File: src/rtl/man_ctrl_pipe.sv
// Elastic valid/ready pipeline carrying MAN state, RAM2 write-enable and RAM2 address
// through DEPTH register stages, with synchronous flush and an occupancy count.
module man_ctrl_pipe #(
   parameter int                 STATE_W     = 2,
   parameter int                 ADDR_W      = 20,
   parameter int                 DEPTH       = 2,
   parameter logic [STATE_W-1:0] RESET_STATE = '0
) (
   input  logic                         clk,
   input  logic                         rst_n,
   input  logic                         flush,
   input  logic                         in_valid,
   output logic                         in_ready,
   input  logic [STATE_W-1:0]           in_state,
   input  logic                         in_we,
   input  logic [ADDR_W-1:0]            in_addr,
   output logic                         out_valid,
   input  logic                         out_ready,
   output logic [STATE_W-1:0]           out_state,
   output logic                         out_we,
   output logic [ADDR_W-1:0]            out_addr,
   output logic [$clog2(DEPTH+1)-1:0]   occupancy
);

   localparam int OCC_W = $clog2(DEPTH+1);

   logic [DEPTH-1:0]   vld;
   logic [DEPTH-1:0]   we_q;
   logic [STATE_W-1:0] state_q [DEPTH];
   logic [ADDR_W-1:0]  addr_q  [DEPTH];
   logic [DEPTH-1:0]   rdy;
   logic               take_in;

   // A stage can load when any stage at or after it is empty, or the sink accepts.
   // This is the unrolled form of ready_i = !valid_i | ready_(i+1).
   always_comb begin
      for (int i = 0; i < DEPTH; i++) begin
         rdy[i] = out_ready;
         for (int j = i; j < DEPTH; j++) begin
            if (!vld[j]) rdy[i] = 1'b1;
         end
      end
   end

   assign in_ready = rdy[0] & ~flush;
   assign take_in  = in_valid & in_ready;

   always_ff @(posedge clk or negedge rst_n) begin
      if (!rst_n) begin
         vld  <= '0;
         we_q <= '0;
         for (int i = 0; i < DEPTH; i++) begin
            state_q[i] <= RESET_STATE;
            addr_q[i]  <= '0;
         end
      end else if (flush) begin
         vld <= '0;
      end else begin
         // stage 0: load from the upstream port
         if (rdy[0]) begin
            vld[0] <= take_in;
            if (take_in) begin
               state_q[0] <= in_state;
               we_q[0]    <= in_we;
               addr_q[0]  <= in_addr;
            end
         end
         // stages 1..DEPTH-1: payload only moves with a valid entry
         for (int i = 1; i < DEPTH; i++) begin
            if (rdy[i]) begin
               vld[i] <= vld[i-1];
               if (vld[i-1]) begin
                  state_q[i] <= state_q[i-1];
                  we_q[i]    <= we_q[i-1];
                  addr_q[i]  <= addr_q[i-1];
               end
            end
         end
      end
   end

   assign out_valid = vld[DEPTH-1];
   assign out_we    = vld[DEPTH-1] & we_q[DEPTH-1];
   assign out_state = state_q[DEPTH-1];
   assign out_addr  = addr_q[DEPTH-1];
   assign occupancy = OCC_W'($countones(vld));

endmodule
File: config.mk
export PLATFORM = sky130hd
export DESIGN_NAME = man_ctrl_pipe
export DESIGN_NICKNAME = d
export VERILOG_FILES = /design/src/rtl/man_ctrl_pipe.sv
export SDC_FILE = /design/constraint.sdc
export NUM_CORES = 1
export LEC_CHECK = 0
export BUFFER_PORTS_ARGS = -buffer_cell sky130_fd_sc_hd__buf_2
export CAP_MARGIN = 20
export CORE_ASPECT_RATIO = 1.4
export CORE_UTILIZATION = 24
export DETAILED_ROUTE_END_ITERATION = 8
export SLEW_MARGIN = 20
export SYNTH_ARGS = -nofsm -noshare
export SYNTH_HDL_FRONTEND = slang
export SYNTH_SLANG_ARGS = --single-unit
File: constraint.sdc
create_clock -name clk -period 4.5 [get_ports clk]
set_input_delay 0.45 -clock clk [delete_from_list [all_inputs] [get_ports clk]]
set_output_delay 0.45 -clock clk [all_outputs]
set_load 0.005 [all_outputs]
After elaboration in Yosys (flattened, before gate mapping)
Cells that the tools add are included.
- $lt $le $gt $ge: 0
- eq/ne operators: 0
- shift-type cells: 0
- add/subtract/negate cells: 1
- div/mod/pow operators: 0
- multiplexer cells: 6
- multipliers: 0
- reduce and logical (&&, ||, !) cells: 4
- bitwise logic cells: 4
- operators by type and width (kind ; number):
    AND reduction 3 bit ; 2
    2-to-1 mux 1 bit ; 5
    nonzero test 2 bit ; 2
    AND 1 bit ; 3
    adder 1 x 1 -> 2 bit ; 1
    2-to-1 mux 2 bit ; 1
    NOT 1 bit ; 1
- flip-flop bits (word level): 48
- memories: 0
- RAM bits: 0
- bits in latches: 0
- memory bits (read-only): 0
- word-level logic and storage cells: 23
- input bits: 28

Logic depth before layout (Yosys ltp)
- depth after elaboration: 6
- mapped depth: 5
- gate-level depth less buffers: 3

Least setup slack after synthesis
Ideal clock, no wire load.
- kind: input port to flip-flop
- from: input out_ready
- to: register addr_q[20] (netlist name)
- path slack: 2832 ps
- setup time: 125 ps
- path buffers: 2
- arrival: 1543 ps
- stages on the path: 5
- path through: and3b_1 or3b_1 buf_6 buf_12 mux2_4
- cells in the longest elaborated chain, start to end: 5
- RTL lines (what ; RTL line ; RTL):
    from (decl) ; 18 ; input logic out_ready,
    2-to-1 mux 1 bit * (2 in series) ; 40 ; if (!vld[j]) rdy[i] = 1'b1;
    AND 1 bit ; 45 ; assign in_ready = rdy[0] & ~flush;
    AND 1 bit ; 46 ; assign take_in = in_valid & in_ready;
    AND reduction 3 bit (no line) * ; n/a ;
    to (signal, indexed assignment) ; 75 ; addr_q[i] <= addr_q[i-1];
    to (decl) ; 30 ; logic [ADDR_W-1:0] addr_q [DEPTH];
Mark *: on every way between the ends. The rest lies on a longest branch, timed or not.
A chain may end at the register's enable or synchronous reset.

Worst setup path in the final report
- from: register vld[1]
- to: register addr_q[34] (netlist name)
- cells in the longest elaborated chain, start to end: 4
- RTL lines (what ; RTL line ; RTL):
    from (decl) ; 27 ; logic [DEPTH-1:0] vld;
    from (signal, indexed assignment) ; 71 ; vld[i] <= vld[i-1];
    2-to-1 mux 1 bit * ; 40 ;
    AND 1 bit ; 45 ;
    AND 1 bit ; 46 ;
    AND reduction 3 bit (no line) * ; n/a ;
Marked as above.

==> metrics.md <==
| Metric | Value |
|---|---|
| #FFs+latches synth | `48` |
| Final worst-path cycle share | `0.440` |
| GPL Wtd Cong | `0.640` |
| RSZ-0062 raised after global routing | `no` |
| Max_cap viols | `0` |
| CP max stage delay | `0.81 ns` |
| Initial antenna violation count | `0` |
| Share of cells above drive strength 1 | `0.661` |
| Final Max Tran Viols | `0` |
| # IOs | `55` |
| Critical Path AT | `2.14 ns` |
| Vias | `1,056` |
| Endpoints failing hold | `0` |
| Filler Cell Count | `906` |
| Hold buffer count at cts | `0` |
| Gate Count Post-Synth | `132` |
| Pleak | `1.18 nW` |
| Placed cell count | `265` |
| Fin crit period | `1.98 ns` |
| Critical Path Sink | `addr_q[34]$_DFFE_PN0P_` |
| Top cells by area, synth | `dfrtp_1 57%, mux2_4 14%, mux2_2 14%, buf_4 7.9%, buf_12 1.9%` |
| Ys async rst share | `1.00` |
| DRC | `0` |
| Crit path from | `vld[1]$_DFFE_PN0P_` |
| Critical Path Start Type | `flip-flop` |
| R2r startpoint | `vld[1]$_DFFE_PN0P_` |
| Top-area cell type share of the netlist area | `0.573` |
| Die Wd | `81 um` |
| CP max-delay cell | `or3b_2` |
| Die area | `9120 um^2` |
| Aggregate global routing overflow | `0` |
| First-pass GRT wire length | `5610 um` |
| Slew HR | `0.413` |
| FF-to-FF setup slack | `2.52 ns` |
| H-tree depth | `2` |
| Syn Area/Cell | `15.9 um^2` |
| Overall Global Routing Usage | `0.0844` |
| Worst clock skew | `0.00622 ns` |
| DP Wirelength | `2320 um` |
| CTS Sinks | `between 40 and 50` |
| Worst-Skew Late Latency | `0.28 ns` |
| Power Density | `467 nW/um^2` |
| Top cells by count, synth | `48 x dfrtp_1, 26 x mux2_2, 22 x buf_4` |
| Starting Density | `0.246` |
| Area of the core | `8510 um^2` |
| WL final | `3400 um` |
| Area after DPL | `2290 um^2` |
| Distinct cells, synth | `14` |
| Number of setup buffers added after CTS | `0` |
| Pre-antenna DRT Iters | `3` |
| Register area | `~1200 um^2` |
| Area of the mapped netlist | `2100 um^2` |
| CTS Root Cell | `clkbuf_16` |
| Pwr Total | `~1.1 mW` |
| Num CTS Buffers | `5` |
| Reg2reg path depth | `3` |
| Worst hold path type | `input port to async pin` |
| Sequential area share after synthesis | `0.573` |
| WHS | `0.179 ns` |
| Worst-case clock buffer depth | `2` |
| Synthesized Nets | `161` |
| Critical Path RT | `4.67 ns` |
| Actual slew at the worst max-slew pin | `0.880 ns` |
| Avg WL per Cell | `12.6 um` |
| Nets | `196` |
| Ys flop type | `dfrtp_1` |
| Synth area leader | `dfrtp_1` |
| Setup Total Neg Slack | `0 ns` |
| Number of port buffers | `54` |
| CTS tree | `built` |
| Multi-input gate area | `676 um^2` |
| Peak VDD IR | `roughly 0.20 mV` |
| Top-count cell post-synth | `dfrtp_1` |
| Vias in the first global route | `1,150` |
| Number of flops mapped to enable cells by yosys | `0` |
| Setup crit end kind | `flip-flop` |
| Layout area overhead | `15.1%` |
| Crit path max-delay family | `simple AND/OR/NAND/NOR gates` |
| Height of the die | `about 110 um` |
| Status | `finished, final reports clean` |
| CP Max Fanout | `23` |
| FMAX | `506 MHz` |
| Post-cts resize count | `0` |
| Pin count of the biggest net entering global routing | `49` |
| Ant diodes | `0` |
| Stages on worst setup path | `3` |
| Final non-filler cell total | `270` |
| 1st-iter DRT viols | `21` |
| Endpoints failing setup | `0` |
| Clk slew on worst S/H paths | `0.06 ns` |
| CP Buf/Inv Count | `0` |
| Avg Vias per Cell | `3.91` |
| Final Cell Area | `roughly 2400 um^2` |
| Critical Setup Path Class | `flip-flop to flip-flop` |
| Routed Antenna Nets | `0` |
| Warnings, synthesis | `0` |
| R2r endpoint | `addr_q[34]$_DFFE_PN0P_` |
| Crit-path cells | `and3b_1 -> or3b_2 -> mux2_4` |
| Row count | `40` |
[area by class of cell]
| type | count | area share |
|---|---|---|
| clock buffer | 5 | 0.0518 |
| multi-input combinational | 57 | 0.280 |
| timing repair buffer | 55 | 0.116 |
| sequential | 48 | 0.498 |
| tap | 105 | 0.0544 |
[sequential cells by signal, indices dropped and copies added (netlist names)]
register / flops
we_q: 2
out_state: 2
addr_q: 20
vld: 2
out_addr: 20
state_q: 2
[metal layers]
metal  up-vias  share of wire  wire, um  global-route usage
met4         0          0.026        89              0.0464
met3         5          0.062       212              0.0276
met5         -              0         0                   0
met2        34           0.46      1580               0.128
li1        489              -         -                   -
met1       528           0.45      1520               0.104
[stage by stage]
stage	utilization	setup slack [ns]
after CTS	0.283	2.49
after global routing	0.284	2.45
after global placement	0.269	2.43
after floorplan	-	2.83
final	0.284	2.52
after detailed placement	0.269	2.41
[power by group]
group	internal [mW]	leakage [nW]	switching (mW)	total [mW]
sequential	0.527	0.570	0.0458	0.573
combinational	0.141	0.548	0.0727	0.214
clock	0.196	0.0616	0.144	0.340
[how the worst min path moves through the flow]
| stage | to | slack, ns | startpoint |
|---|---|---|---|
| 2_1_floorplan | addr_q[20]$_DFFE_PN0P_ | 0.15 | rst_n |
| 3_3_place_gp | out_addr[15]$_DFFE_PN0P_ | 0.49 | out_addr[15]$_DFFE_PN0P_ |
| 3_5_place_dp | addr_q[32]$_DFFE_PN0P_ | 0.49 | addr_q[32]$_DFFE_PN0P_ |
| 4_1_cts | state_q[3]$_DFFE_PN0P_ | 0.38 | in_state[1] |
| 5_1_grt | out_addr[2]$_DFFE_PN0P_ | 0.24 | rst_n |
| 6_report | out_addr[3]$_DFFE_PN0P_ | 0.18 | rst_n |
[logic make-up (layout without fill, tap and decap cells)]
family | count (synthesis) | in the layout | synth area share
flops | 48 | 48 | 0.573
buf+inv | 27 | 60 | 0.108
simple gates | 10 | 10 | 0.0304
fa+ha+maj | 1 | 1 | 0.00597
mux | 46 | 46 | 0.283
[placed cells by master, fill, tap and decap left out]
| cell type | netlist | final |
|---|---|---|
| buf_2 | 2 | 53 |
| dfrtp_1 | 48 | 48 |
| mux2_2 | 26 | 26 |
| mux2_4 | 20 | 20 |
| nor2_1 | 5 | 5 |
| clkbuf_16 | 0 | 5 |
| buf_4 | 22 | 2 |
| and3b_1 | 1 | 1 |
| and2_1 | 1 | 1 |
| or3b_2 | 0 | 1 |
| and2b_2 | 1 | 1 |
| nor3b_4 | 0 | 1 |
| ha_1 | 1 | 1 |
Power figures use the tool's default switching activity.
